===== src/rtl/trap_controller.sv =====
// ============================================================================
// trap_controller : machine-mode trap/interrupt/MRET sequencer with redirect
// Rev 1.0
// ============================================================================
`default_nettype none

module trap_controller #(
  parameter int unsigned VECTORED_SUPPORT = 1
) (
  input  logic        clk_i,
  input  logic        rst_n_i,
  input  logic        exception_i,
  input  logic [4:0]  exception_code_i,
  input  logic [31:0] exception_pc_i,
  input  logic [31:0] next_pc_i,
  input  logic        int_window_i,
  input  logic        mret_i,
  input  logic        ext_irq_i,
  input  logic        timer_irq_i,
  input  logic        sw_irq_i,
  input  logic [11:0] mie_i,
  input  logic [31:0] mtvec_i,
  input  logic        csr_mepc_we_i,
  input  logic        csr_mstatus_we_i,
  input  logic [31:0] csr_wdata_i,
  output logic [31:0] mepc_o,
  output logic [31:0] mcause_o,
  output logic        mstatus_mie_o,
  output logic        mstatus_mpie_o,
  output logic [1:0]  mstatus_mpp_o,
  output logic [1:0]  privilege_o,
  output logic        redirect_o,
  output logic [31:0] redirect_pc_o,
  input  logic        fetch_ready_i,
  output logic        flush_o,
  output logic        stall_o
);

  typedef enum logic [1:0] {
    IDLE   = 2'd0,
    SAVE   = 2'd1,
    JUMP   = 2'd2,
    RETURN = 2'd3
  } state_t;

  localparam logic [1:0] PRIV_U = 2'b00;
  localparam logic [1:0] PRIV_M = 2'b11;

  state_t      state_q, state_d;
  logic [31:0] mepc_q, mepc_d;
  logic [31:0] mcause_q, mcause_d;
  logic [31:0] cause_q, cause_d;
  logic [31:0] ret_pc_q, ret_pc_d;
  logic [31:0] redirect_pc_q, redirect_pc_d;
  logic        mie_q, mie_d;
  logic        mpie_q, mpie_d;
  logic [1:0]  mpp_q, mpp_d;
  logic [1:0]  priv_q, priv_d;
  logic        redirect_q, redirect_d;
  logic        flush_q, flush_d;

  logic        irq_ext, irq_sw, irq_tmr, irq_take;
  logic [4:0]  irq_code;
  logic [31:0] tvec_base, tvec_target;
  logic        use_vector;
  logic        unused_inputs;

  assign irq_ext  = ext_irq_i   & mie_i[11];
  assign irq_sw   = sw_irq_i    & mie_i[3];
  assign irq_tmr  = timer_irq_i & mie_i[7];
  assign irq_take = int_window_i & mie_q & (irq_ext | irq_sw | irq_tmr);

  always_comb begin
    irq_code = 5'd0;
    if (irq_ext)      irq_code = 5'd11;
    else if (irq_sw)  irq_code = 5'd3;
    else if (irq_tmr) irq_code = 5'd7;
  end

  // Only MODE=01 vectors, and only for interrupts; 10/11 fall back to direct.
  assign tvec_base   = {mtvec_i[31:2], 2'b00};
  assign use_vector  = (VECTORED_SUPPORT != 0) && (mtvec_i[1:0] == 2'b01) && cause_q[31];
  assign tvec_target = use_vector ? (tvec_base + {cause_q[29:0], 2'b00}) : tvec_base;

  assign unused_inputs = ^{mie_i[10:8], mie_i[6:4], mie_i[2:0], csr_wdata_i[1:0]};

  always_comb begin
    state_d       = state_q;
    mepc_d        = mepc_q;
    mcause_d      = mcause_q;
    cause_d       = cause_q;
    ret_pc_d      = ret_pc_q;
    redirect_pc_d = redirect_pc_q;
    mie_d         = mie_q;
    mpie_d        = mpie_q;
    mpp_d         = mpp_q;
    priv_d        = priv_q;
    redirect_d    = redirect_q;
    flush_d       = 1'b0;

    case (state_q)
      IDLE: begin
        redirect_d = 1'b0;
        if (exception_i) begin
          state_d  = SAVE;
          flush_d  = 1'b1;
          cause_d  = {1'b0, 26'd0, exception_code_i};
          ret_pc_d = exception_pc_i;
        end else if (mret_i) begin
          state_d = RETURN;
          flush_d = 1'b1;
        end else if (irq_take) begin
          state_d  = SAVE;
          flush_d  = 1'b1;
          cause_d  = {1'b1, 26'd0, irq_code};
          ret_pc_d = next_pc_i;
        end else begin
          if (csr_mepc_we_i) mepc_d = {csr_wdata_i[31:2], 2'b00};
          if (csr_mstatus_we_i) begin
            mie_d  = csr_wdata_i[3];
            mpie_d = csr_wdata_i[7];
            // WARL: only U and M are legal previous privileges.
            mpp_d  = (csr_wdata_i[12:11] == PRIV_M) ? PRIV_M : PRIV_U;
          end
        end
      end
      SAVE: begin
        mepc_d        = {ret_pc_q[31:2], 2'b00};
        mcause_d      = cause_q;
        mpie_d        = mie_q;
        mie_d         = 1'b0;
        mpp_d         = priv_q;
        priv_d        = PRIV_M;
        redirect_pc_d = tvec_target;
        redirect_d    = 1'b1;
        state_d       = JUMP;
      end
      RETURN: begin
        mie_d         = mpie_q;
        mpie_d        = 1'b1;
        priv_d        = mpp_q;
        mpp_d         = PRIV_U;
        redirect_pc_d = mepc_q;
        redirect_d    = 1'b1;
        state_d       = JUMP;
      end
      JUMP: begin
        if (fetch_ready_i) begin
          redirect_d = 1'b0;
          state_d    = IDLE;
        end
      end
      default: state_d = IDLE;
    endcase
  end

  always_ff @(posedge clk_i) begin
    if (!rst_n_i) begin
      state_q       <= IDLE;
      mepc_q        <= 32'd0;
      mcause_q      <= 32'd0;
      cause_q       <= 32'd0;
      ret_pc_q      <= 32'd0;
      redirect_pc_q <= 32'd0;
      mie_q         <= 1'b0;
      mpie_q        <= 1'b0;
      mpp_q         <= PRIV_U;
      priv_q        <= PRIV_M;
      redirect_q    <= 1'b0;
      flush_q       <= 1'b0;
    end else begin
      state_q       <= state_d;
      mepc_q        <= mepc_d;
      mcause_q      <= mcause_d;
      cause_q       <= cause_d;
      ret_pc_q      <= ret_pc_d;
      redirect_pc_q <= redirect_pc_d;
      mie_q         <= mie_d;
      mpie_q        <= mpie_d;
      mpp_q         <= mpp_d;
      priv_q        <= priv_d;
      redirect_q    <= redirect_d;
      flush_q       <= flush_d;
    end
  end

  assign mepc_o         = mepc_q;
  assign mcause_o       = mcause_q;
  assign mstatus_mie_o  = mie_q;
  assign mstatus_mpie_o = mpie_q;
  assign mstatus_mpp_o  = mpp_q;
  assign privilege_o    = priv_q;
  assign redirect_o     = redirect_q;
  assign redirect_pc_o  = redirect_pc_q;
  assign flush_o        = flush_q;
  assign stall_o        = (state_q != IDLE);

endmodule

`default_nettype wire

===== config.mk =====
export PLATFORM = sky130hd
export DESIGN_NAME = trap_controller
export DESIGN_NICKNAME = d
export VERILOG_FILES = /design/src/rtl/trap_controller.sv
export SDC_FILE = /design/constraint.sdc
export NUM_CORES = 1
export LEC_CHECK = 0
export ABC_AREA = 1
export CAP_MARGIN = 20
export CORE_MARGIN = 2
export CORE_UTILIZATION = 35
export CTS_CLUSTER_DIAMETER = 50
export CTS_CLUSTER_SIZE = 12
export DETAILED_ROUTE_END_ITERATION = 12
export PLACE_DENSITY = 0.68
export SLEW_MARGIN = 20
export SYNTH_ARGS = -nofsm -noshare
export SYNTH_HDL_FRONTEND = slang
export SYNTH_SLANG_ARGS = --single-unit
export TNS_END_PERCENT = 50

===== constraint.sdc =====
create_clock -name clk_i -period 1.9 [get_ports clk_i]
set_input_delay 0.285 -clock clk_i [delete_from_list [all_inputs] [get_ports clk_i]]
set_output_delay 0.285 -clock clk_i [all_outputs]
set_load 0.005 [all_outputs]

# After elaboration in Yosys (flattened, before gate mapping)
# Index checks and enable logic that the tools add are counted.
[totals]
regBits = 170
input_bits = 156
elab_cells = 89
[op_classes]
addsub = 1
n_eq_ne = 13
muxes = 43
bitwise_logic = 7
n_reduce_logical = 13
[op_table]
columns = ["op", "n"]
rows = [
  ["32-bit two-way mux", 11],
  ["32-bit case mux with 2 select lines", 2],
  ["32-bit adder", 1],
  ["2-bit two-way mux", 9],
  ["2-bit != test, second input constant", 7],
  ["1-bit two-way mux", 12],
  ["2-bit case mux with 3 select lines", 2],
  ["5-bit AND reduction", 2],
  ["1-bit case mux with 3 select lines", 3],
  ["2-bit nonzero test", 4],
  ["2-bit equality test, second input constant", 3],
  ["3-bit two-way mux", 2],
  ["1-bit AND", 5],
  ["5-bit two-way mux", 1],
  ["2-bit by 1-bit equality test with 1-bit output, second input constant", 2],
  ["4-bit != test, second input constant", 1],
  ["2-bit case mux with 2 select lines", 1],
  ["2-bit AND reduction", 2],
  ["3-bit AND reduction", 1],
  ["3-bit nonzero test", 1],
  ["2-bit logical NOT", 1],
  ["1-bit OR", 2],
  ["2-bit OR reduction", 1],
  ["1-bit logical AND", 1],
]

# Logic depth before layout (Yosys ltp)
# Gate-level depths: netlist of run 1.
[logic_depth]
depth_word = 8
mapped_depth = 13
ltp_nobuf = 13

# Worst setup path before layout of run 1
# OpenSTA, ideal clock, no wires.
[synth_timing]
kind = "register -> register"
start = "reg cause_q[0]"
end = "reg redirect_pc_q[14], in the netlist redirect_pc_o[14]"
setup_time_ns = 0.132
arrival_ns = 1.611
required_ns = 1.768
slack_ns = 0.157
path_stages_with_launch = 12
path_buffers = 0
synth_period_minus_slack_ns = 1.743
cell_sequence = "dfxtp_1 -> ha_1 -> fa_1 -> nand2_1 -> nand2_1 -> nand3_1 -> nand2_2 -> nand2_1 -> nor2_2 -> xor2_1 -> nand2_1 -> a21oi_1"
[synth_between]
elab_chain_len = 3
[synth_rtl]
columns = ["item", "line_no", "source"]
rows = [
  ["from (decl)", "52", "logic [31:0] cause_q, cause_d;"],
  ["from (signal assigned)", "175", "cause_q <= cause_d;"],
  ["32-bit adder", "83", "assign tvec_target = use_vector ? (tvec_base + {cause_q[29:0], 2'b00}) : tvec_base;"],
  ["32-bit two-way mux", "83", ""],
  ["32-bit case mux with 2 select lines", "101", "case (state_q)"],
  ["to (signal assigned)", "177", "redirect_pc_q <= redirect_pc_d;"],
  ["to (decl)", "54", "logic [31:0] redirect_pc_q, redirect_pc_d;"],
]
# Every way passes these cells.
# A chain may end at the register's enable or synchronous reset.

# Worst setup path in the final report of run 1
[layout_timing]
start = "reg cause_q[0]"
end = "reg redirect_pc_q[24], in the netlist redirect_pc_o[24]"
# The elaborated chain is that of the path after synthesis.

==> results of run 1 <==
-- power groups by stage --
| stage | Combinational [mW] | Sequential, mW | Clock (mW) |
|---|---|---|---|
| after floorplan | 0.820 | 2.78 | 0 |
| after global placement | 1.76 | 2.84 | 0 |
| after detailed placement | 1.77 | 2.84 | 0 |
| after CTS | 1.79 | 2.79 | 1.92 |
| after global routing | 2.00 | 2.82 | 1.99 |
| final | 1.81 | 2.80 | 1.90 |
-- cell families after synthesis --
kind of cell / Yosys count / synth area share (%)
AOI/OAI and AO/OA: 190 / 18.30
xor gates and xnor gates: 7 / 0.9964
adders and majority gates: 6 / 1.342
buffers and inverters: 137 / 10.86
DFF: 112 / 36.44
other: 1 / 0.06094
and+or+nand+nor: 487 / 32.01
-- per-layer routing --
layer	wire length [microns]	vias up
li1	-	3527
met1	9843	3080
met2	9952	234
met3	1158	18
met4	300	0
met5	0	-
-- synthesized netlist by cell type (3+ instances only) --
library cell	instances
inv_1	50
clkbuf_1	25
buf_4	35
ha_1	5
nor2_1	132
o22ai_1	3
dfxtp_1	112
nand3_1	37
o21ai_1	6
o21ai_0	78
a21oi_1	29
nand3b_1	5
xnor2_1	5
a31oi_1	43
a22o_1	21
inv_2	7
nand2_1	293
buf_2	18
nand4_1	11
-- placed cells by master (no fill, tap or decap), types with 7 or more instances in the layout --
| master | synthesis | layout |
|---|---|---|
| clkdlybuf4s50_1 | 0 | 211 |
| a22o_1 | 21 | 21 |
| inv_2 | 7 | 7 |
| inv_1 | 50 | 50 |
| a31oi_1 | 43 | 43 |
| conb_1 | 1 | 30 |
| nor2_1 | 132 | 131 |
| nand3_1 | 37 | 34 |
| a21oi_1 | 29 | 25 |
| nand4_1 | 11 | 11 |
| nand2_1 | 293 | 288 |
| dfxtp_1 | 112 | 109 |
| o21ai_0 | 78 | 78 |
| clkbuf_16 | 0 | 9 |
| buf_4 | 35 | 80 |
-- stage by stage --
step	power (mW)	setup slack (ns)	util, %	area [sq um]	hold slack, ns
2_1_floorplan	3.599	0.1568	-	6262	0.4322
3_3_place_gp	4.597	-0.3901	51.73	8917	0.4638
3_5_place_dp	4.612	-0.4305	51.73	8917	0.4650
4_1_cts	6.496	0.01917	53.52	9225	0.3943
5_1_grt	6.816	-0.04805	54.25	9351	0.4332
6_report	6.503	0.08349	54.25	9351	0.4034
-- final cells by class --
class | count | area (sq um) | area share (%)
Multi-Input combinational cell | 720 | 3485 | 37.26
Timing Repair Buffer | 299 | 2835 | 30.32
Sequential cell | 112 | 2246 | 24.02
Tap cell | 225 | 281.5 | 3.010
Clock buffer | 10 | 239.0 | 2.556
Inverter | 57 | 214.0 | 2.288
Clock inverter | 6 | 51.30 | 0.5486
-- critical path: stages, from the launching register on --
cell and delay [ns]:
dfxtp_2 0.35, ha_4 0.16, fa_2 0.39, nand2_2 0.10, nand2_4 0.08, nand3_4 0.10
nand2_4 0.08, nand3b_1 0.10, nand2_1 0.07, nand2_1 0.05, nand2_1 0.06, a21oi_2 0.11
nor2_1 0.05
-- sequential cells by signal, indices dropped and copies added, names as in the netlist, 2 cells and up --
name and flops:
state_q 2, cause_q 6, mepc_o 30, mcause_o 6
mstatus_mpp_o 2, redirect_pc_o 30, ret_pc_q 30, privilege_o 2
-- timing repair --
item | CTS | global route
pin swaps | 2 | 10
setup buffers | 0 | 0
resized for setup | 5 | 27
endpoints found under the setup margin | 5 | 19
gates cloned | 0 | 0
-- how the worst min path moves through the flow --
stage,endpoint,from,cells after the start,slack [ns]
4_1_cts,redirect_pc_o[12],rst_n_i,4,0.39
3_3_place_gp,mepc_o[22],ret_pc_q[22],2,0.46
3_5_place_dp,mepc_o[25],ret_pc_q[25],2,0.47
2_1_floorplan,cause_q[4],exception_code_i[4],2,0.43
6_report,redirect_pc_o[12],rst_n_i,4,0.40
5_1_grt,redirect_pc_o[12],rst_n_i,4,0.43
==> out/metrics.cfg, run 1 <==
[outcome]
outcome = finished clean

[clock_tree]
clk_pin_slew_worst_paths_ns = 0.08
htreeDepth = 3
cts_tree = done
cts_made_buffers = 9
cts_buffer_depth = 2
cts_root_buffer = clkbuf_16
insertion_delay_ns = 0.35
cts_hold_buf = 0
cts.sinks = 112

[sta]
min_period_ns = 1.817
setup-tns-final_ns = 0
rsz0062_at_grt = yes
setup_viol = 0
skew_ns = 0.01090
fin_crit_sh_pct = 95.61
timing.fmax_mhz = 550.5
hold_violations = 0
maxSlewViolCount = 0

[finish]
nets = 1361
fillCellCount = 1703
final_cells = 1429
area_delta_synth_final_pct = 51.97
n_antenna_cell = 0
drive_above_1_share_pct = 11.30

[place]
portBuffers = 215
hpwlAfterDp_microns = 16240
placed_cells_incl_taps = 1413
routabilityCongestion = 0.9133

[floorplanning]
die_area_sq_um = 18660
die_h_microns = 136.6
die_w_microns = 136.6
core.rowCount = 48
core_area_sq_um = 17240
pin_count = 261
start_util_pct = 35.70

[min_path]
hp-class = input port to flop

[global_route]
grt_pass1_vias = 6286
use_met3_pct = 2.407
use_met1_pct = 31.05
grt-busiest-layer = met2
grt_pass1_wl_microns = 32750
grtUsageTotal_pct = 22.45
grt_antenna_before_repair = 0
grt_max_degree = 41
grt_overflow_total = 0
grt_use_met2_pct = 37.25

[power_and_ir_drop]
net-switching-power_mw = 2.005
power_frac_comb_pct = 27.8
p_leak_nw = 4.066
power_density_nw_per_um2 = 695.4
internal-power_mw = 4.498
peakVddDrop_v = 0.0003897
seq_power_share_pct = 43.0
p_sw_share_pct = 30.84
power_frac_clock_pct = 29.2

[synthesis]
synth_top_area_share_pct = 36.44
synth_top_cells_by_area = dfxtp_1 36%, nand2_1 18%, nor2_1 8.1%
yosysWarnings = 0
ys_async_sr_fraction_pct = 0
synth_seq_cells = 112
ys_seq_area_share_pct = 36.44
synth_edf_count = 0
synth_top_area_cell = dfxtp_1
syn_area_sq_um = 6153
netlist_instances = 940
syn_avg_cell_area_sq_um = 6.546
synthFlopType = dfxtp_1
synth_cell_types = 35

[worst_setup_path]
worstPathRequired_ns = 2.14
r2r-end = redirect_pc_o[24]
critPathArrivalTime_ns = 2.06
startpoint = cause_q[0]
rr_worst_depth = 12
rrSetupSlack_ns = 0.08
criticalPathCategory = flop to flop
rr_startpoint = cause_q[0]
start_kind = flop
critPathCaptureType = flop
path_max_fanout = 6
critPathCapture = redirect_pc_o[24]

[routing]
via_per_inst = 4.800
drt-pass1-iter-count = 6
wl_per_cell_microns = 14.87
vias = 6859
drcViolationCount = 0
initialDrtViolationCount = 451
drtAntennaViolNets = 0
drt-total-wl_microns = 21250

[flow_run]
maxCapViolations = 0

No activity file was read; power rests on OpenSTA's default activity.
==> inputs of run 2 (changes only) <==
--- a/config.mk
+++ b/config.mk
@@ -7,12 +7,12 @@
 export LEC_CHECK = 0
 export ABC_AREA = 1
 export CAP_MARGIN = 20
-export CORE_MARGIN = 2
+export CORE_MARGIN = 10
 export CORE_UTILIZATION = 35
 export CTS_CLUSTER_DIAMETER = 50
 export CTS_CLUSTER_SIZE = 12
 export DETAILED_ROUTE_END_ITERATION = 12
-export PLACE_DENSITY = 0.68
+export PLACE_DENSITY = 0.75
 export SLEW_MARGIN = 20
 export SYNTH_ARGS = -nofsm -noshare
 export SYNTH_HDL_FRONTEND = slang
==> out/metrics.cfg, run 2 (synthesized netlist as in run 1, its figures left out) <==
[worst_setup_path]
worstPathRequired_ns = 2.19  ; +0.05 ns
path_max_fanout = 6  ; unchanged
path_buf_inv = 2  ; +2
path_delay_family = buffers and inverters
start_kind = input port
rrSetupSlack_ns = 0.10  ; +0.02 ns
rr_startpoint = cause_q[0]
rr_worst_depth = 11  ; -1
criticalPathCategory = input port to flop
r2r-end = redirect_pc_o[14]
critPathCaptureType = flop
critPathCapture = redirect_pc_o[14]
max_stage_delay_ns = 0.49  ; +0.10 ns
crit_cells = 11  ; -1
critPathArrivalTime_ns = 2.10  ; +0.04 ns
slowest_stage = clkdlybuf4s50_1
startpoint = mtvec_i[6]
crit_chain = clkdlybuf4s50_1 > ha_4 > nand2_1 > inv_1 > nand3_4 > nand2_4 > nand2_4 > nor2_4 > xor2_1 > nand2_1 > a21oi_1

[routing]
drt-total-wl_microns = 23850  ; +12%
via_per_inst = 4.871  ; +1.5%
initialDrtViolationCount = 466  ; +3.3%
drcViolationCount = 0  ; unchanged
drt-pass1-iter-count = 7  ; +1
wl_per_cell_microns = 16.72  ; +12%
drtAntennaViolNets = 0  ; unchanged
vias = 6946  ; +1.3%

[place]
hpwlAfterDp_microns = 18710  ; +15%
portBuffers = 215  ; unchanged
placed_area_sq_um = 8880  ; -0.42%
routabilityCongestion = 0.9400  ; +2.9%

[min_path]
hp-class = input port to flop

[finish]
final_cell_area_sq_um = 9364  ; +0.13%
final_cell_mix = 287 x nand2_1, 213 x clkdlybuf4s50_1, 129 x nor2_1
mostFrequentLayoutCell = nand2_1
n_antenna_cell = 0  ; unchanged
area_delta_synth_final_pct = 52.18
nets = 1358  ; -0.22%
drive_above_1_share_pct = 11.41  ; +0.11 points

[clock_tree]
cts_made_buffers = 9  ; unchanged
clk_pin_slew_worst_paths_ns = 0.08  ; about the same
cts_hold_buf = 0  ; unchanged
cts_buffer_depth = 2  ; unchanged
cts_tree = done
insertion_delay_ns = 0.36  ; about the same
cts.sinks = 112  ; unchanged
htreeDepth = 3  ; unchanged
cts_root_buffer = clkbuf_16

[floorplanning]
pin_count = 261  ; unchanged
die_h_microns = 152.6  ; +12%
start_util_pct = 35.70  ; unchanged
die_area_sq_um = 23290  ; +25%
core.rowCount = 48  ; unchanged
die_w_microns = 152.6  ; +12%
core_area_sq_um = 17240  ; unchanged

[power_and_ir_drop]
p_leak_nw = 4.052  ; -0.35%
p_total_mw = 6.648  ; +2.2%
power_density_nw_per_um2 = 710.0  ; +2.1%
peakVddDrop_v = 0.0004345  ; +11%

[sta]
rsz0062_at_grt = yes
maxSlewViolCount = 0  ; unchanged
hold_violations = 0  ; unchanged
skew_ns = 0.007027  ; -0.003878 ns
min_period_ns = 1.814  ; -0.002876 ns
timing.fmax_mhz = 551.4  ; +0.16%
fin_crit_sh_pct = 95.45  ; -0.15 points
setup_viol = 0  ; unchanged
holdWs_ns = 0.3138  ; -0.08966 ns

[outcome]
outcome = finished clean

[global_route]
grt_pass1_vias = 6707  ; +6.7%
grt_max_degree = 41  ; unchanged
grt_antenna_before_repair = 0  ; unchanged
grtUsageTotal_pct = 19.12  ; -3.3 points
grt_pass1_wl_microns = 36510  ; +11%
grt_overflow_total = 0  ; unchanged

[flow_run]
maxCapViolations = 0  ; unchanged

run 2: final cells by class:
type	instances	area [sq um]
Fill cell	1675	7873
Sequential cell	112	2246
Timing Repair Buffer	296	2808
Clock inverter	7	85.08
Clock buffer	9	225.2
Inverter	57	214.0
Tap cell	225	281.5
Multi-Input combinational cell	720	3505
run 2: power by group:
part,total [mW],switching [mW],internal [mW]
Combinational,1.84,0.888,0.956
Sequential,2.79,0.199,2.59
Clock,2.01,0.963,1.05
Total,6.65,2.05,4.60
run 2: how the worst min path moves through the flow:
| stage | start | depth (start not counted) | slack, ns | to |
|---|---|---|---|---|
| 3_3_place_gp | ret_pc_q[9] | 2 | 0.47 | mepc_o[9] |
| 5_1_grt | rst_n_i | 2 | 0.31 | privilege_o[0] |
| 2_1_floorplan | exception_code_i[4] | 2 | 0.43 | cause_q[4] |
| 6_report | rst_n_i | 2 | 0.31 | privilege_o[0] |
| 4_1_cts | rst_n_i | 2 | 0.30 | privilege_o[0] |
| 3_5_place_dp | ret_pc_q[25] | 2 | 0.47 | mepc_o[25] |
run 2: what timing repair did:
item                                    in CTS  in global routing
buffers inserted                             0                  2
cloned                                       0                  0
hold endpoints to repair                     0                  0
gates resized for setup                      6                 32
endpoints found under the setup margin       9                 18
pin swaps                                    1                 13
run 2: layer usage:
| layer | wire length [microns] | vias to the layer above | part of all wire, % | track usage (%) |
|---|---|---|---|---|
| met5 | 0 | - | 0 | 0 |
| li1 | - | 3530 | - | - |
| met3 | 1408 | 41 | 5.9 | 3.923 |
| met4 | 684 | 0 | 2.9 | 7.266 |
| met2 | 11100 | 245 | 47 | 31.00 |
| met1 | 10650 | 3130 | 45 | 24.36 |
run 2: per-stage QoR:
step | util [%] | instances | worst slack [ns] | setup TNS, ns
global placement | 51.52 | 1408 | -0.3814 | -8.508
floorplan | - | 969 | 0.1568 | 0
global route | 54.33 | 1426 | -0.03041 | -0.08293
CTS | 53.43 | 1424 | -0.01043 | -0.01043
finish | 54.33 | 1426 | 0.08636 | 0
detailed placement | 51.52 | 1408 | -0.4823 | -10.87
==> inputs of run 3 (changes only) <==
--- a/config.mk
+++ b/config.mk
@@ -6,7 +6,8 @@
 export NUM_CORES = 1
 export LEC_CHECK = 0
 export ABC_AREA = 1
-export CAP_MARGIN = 20
+export ABC_CLOCK_PERIOD_IN_PS = 1800
+export CAP_MARGIN = 15
 export CORE_MARGIN = 10
 export CORE_UTILIZATION = 35
 export CTS_CLUSTER_DIAMETER = 50
==> constraint.sdc (replaced) <==
create_clock -name clk_i -period 1.8 [get_ports clk_i]
set_input_delay 0.27 -clock clk_i [delete_from_list [all_inputs] [get_ports clk_i]]
set_output_delay 0.27 -clock clk_i [all_outputs]
set_load 0.005 [all_outputs]
==> out/metrics.cfg, run 3 (synthesized netlist as in run 1, its figures left out) <==
[finish]
final_cell_mix = 287 x nand2_1, 210 x clkdlybuf4s50_1, 128 x nor2_1
post-route-util_pct = 55.28  ; +0.95 points
nets = 1372  ; +1.0%
mostFrequentLayoutCell = nand2_1
drive_above_1_share_pct = 12.35  ; +0.94 points
area_delta_synth_final_pct = 54.84

[floorplanning]
core.rowCount = 48  ; unchanged
die_h_microns = 152.6  ; unchanged
pin_count = 261  ; unchanged
die_area_sq_um = 23290  ; unchanged
core_area_sq_um = 17240  ; unchanged
start_util_pct = 35.70  ; unchanged
die_w_microns = 152.6  ; unchanged

[min_path]
hp-class = input port to flop
holdPathEnd = redirect_pc_o[5]
min-delay-start = mtvec_i[5]
hold_depth = 3  ; +1

[place]
portBuffers = 215  ; unchanged
hpwlAfterDp_microns = 18720  ; about the same
routabilityCongestion = 0.9331  ; -0.73%

[clock_tree]
cts.sinks = 112  ; unchanged
clk_pin_slew_worst_paths_ns = 0.08  ; about the same
cts_hold_buf = 0  ; unchanged
cts_tree = done
insertion_delay_ns = 0.35  ; about the same
htreeDepth = 3  ; unchanged
cts_buffer_depth = 2  ; unchanged
cts_made_buffers = 9  ; unchanged
cts_root_buffer = clkbuf_16

[worst_setup_path]
criticalPathCategory = flop to flop
start_kind = flop
cp_common_cell = nand2_4
r2r-end = redirect_pc_o[14]
critPathCaptureType = flop
rr_worst_depth = 11  ; unchanged
critPathArrivalTime_ns = 2.04  ; -0.06 ns
path_buf_inv = 0  ; -2
path_delay_family = simple AND/OR/NAND/NOR gates
rrSetupSlack_ns = 0.04  ; -0.06 ns
crit_chain = ha_4 > fa_2 > nand2_2 > nand2_4 > nand3_4 > nand2_4 > nand2_4 > nor2_4 > xor2_1 > nand2_1 > a21oi_1
rr_startpoint = cause_q[0]
path_max_fanout = 6  ; unchanged
max_stage_delay_ns = 0.35  ; -0.14 ns
worstPathRequired_ns = 2.08  ; -0.11 ns
slowest_stage = fa_2

[routing]
initialDrtViolationCount = 464  ; -0.43%
vias = 7050  ; +1.5%
wl_per_cell_microns = 16.51  ; -1.3%
drtAntennaViolNets = 0  ; unchanged
drcViolationCount = 0  ; unchanged
via_per_inst = 4.892  ; +0.44%
drt-pass1-iter-count = 5  ; -2
drt-total-wl_microns = 23790  ; -0.24%

[global_route]
grt_pass1_wl_microns = 37230  ; +2.0%
grtUsageTotal_pct = 19.39  ; +0.27 points
grt_overflow_total = 0  ; unchanged
grt_antenna_before_repair = 1  ; +1
grt_max_degree = 42  ; +2.4%
grt_pass1_vias = 6847  ; +2.1%

[outcome]
outcome = finished clean

[sta]
timing.fmax_mhz = 568.3
setup_viol = 0  ; unchanged
rsz0062_at_grt = yes
min_period_ns = 1.760
hold_violations = 0  ; unchanged
maxSlewViolCount = 0  ; unchanged
setup-tns-final_ns = 0  ; unchanged
skew_ns = 0.005503  ; -0.001523 ns
fin_crit_sh_pct = 97.77

[power_and_ir_drop]
peakVddDrop_v = 0.0006366  ; +46%
p_leak_nw = 4.158  ; +2.6%
power_density_nw_per_um2 = 774.7  ; +9.1%

[flow_run]
maxCapViolations = 0  ; unchanged

[run 3: changes by cell type in the layout (fill, tap and decap cells not counted), moves of 2 or more]
cell | previous run | this run
buf_4 | 77 | 89
bufinv_16 | 1 | 4
clkdlybuf4s50_1 | 213 | 210
clkinv_4 | 3 | 0
dlymetal6s2s_1 | 1 | 3
nand3_1 | 31 | 33
[run 3: how the worst max path moves through the flow]
stage                    start                end  slack, ns  depth (start not counted)
finish              cause_q[0]  redirect_pc_o[14]       0.04                         11
global placement    mtvec_i[2]  redirect_pc_o[14]      -0.47                         12
CTS                 cause_q[0]  redirect_pc_o[14]      0.007                         11
global route        cause_q[0]  redirect_pc_o[16]      -0.05                         12
detailed placement  mtvec_i[2]  redirect_pc_o[16]      -0.55                         13
floorplan           cause_q[0]  redirect_pc_o[14]       0.06                         11
[run 3: layer usage]
layer | vias to the layer above | wire length [microns] | global-route usage, %
li1 | 3554 | - | -
met1 | 3192 | 10570 | 24.65
met2 | 262 | 11000 | 31.64
met3 | 42 | 1536 | 4.347
met4 | 0 | 681 | 6.449
met5 | - | 0 | 0
[run 3: report_power, final]
group	switching, mW	internal, mW	leakage (nW)
registers	0.196	2.74	0.923
logic	0.947	1.04	3.06
clock network	0.958	1.51	0.176
[run 3: final cells by class]
class                      instances  area (sq um)
antenna                            1         2.502
clock buffer                       9         225.2
clock inverter                     7         141.4
fill                            1633          7709
inverter                          57         214.0
multi-input combinational        720          3485
sequential                       112          2246
tap                              225         281.5
timing repair buffer             310          2933
[run 3: repair_timing]
item / 4_1_cts / 5_1_grt
buffers inserted: 2 / 1
pin swaps: 10 / 13
gates cloned: 0 / 0
endpoints found under the setup margin: 14 / 36
gates resized for setup: 16 / 21
[run 3: through the flow]
stage	instance area (sq um)	worst slack, ns	hold slack, ns	power [mW]	std cells
2_1_floorplan	6262	0.05680	0.4172	3.799	969
3_3_place_gp	8990	-0.4728	0.4654	4.885	1421
3_5_place_dp	8990	-0.5531	0.4680	4.912	1421
4_1_cts	9440	0.007371	0.3542	7.392	1439
5_1_grt	9528	-0.05120	0.3561	7.738	1441
6_report	9528	0.04021	0.3408	7.381	1441
[run 3: worst register-to-register path, stage by stage (launching register included)]
cell	delay (ns)
dfxtp_2	0.34
ha_4	0.16
fa_2	0.35
nand2_2	0.10
nand2_4	0.08
nand3_4	0.11
nand2_4	0.08
nand2_4	0.09
nor2_4	0.05
xor2_1	0.12
nand2_1	0.06
a21oi_1	0.15
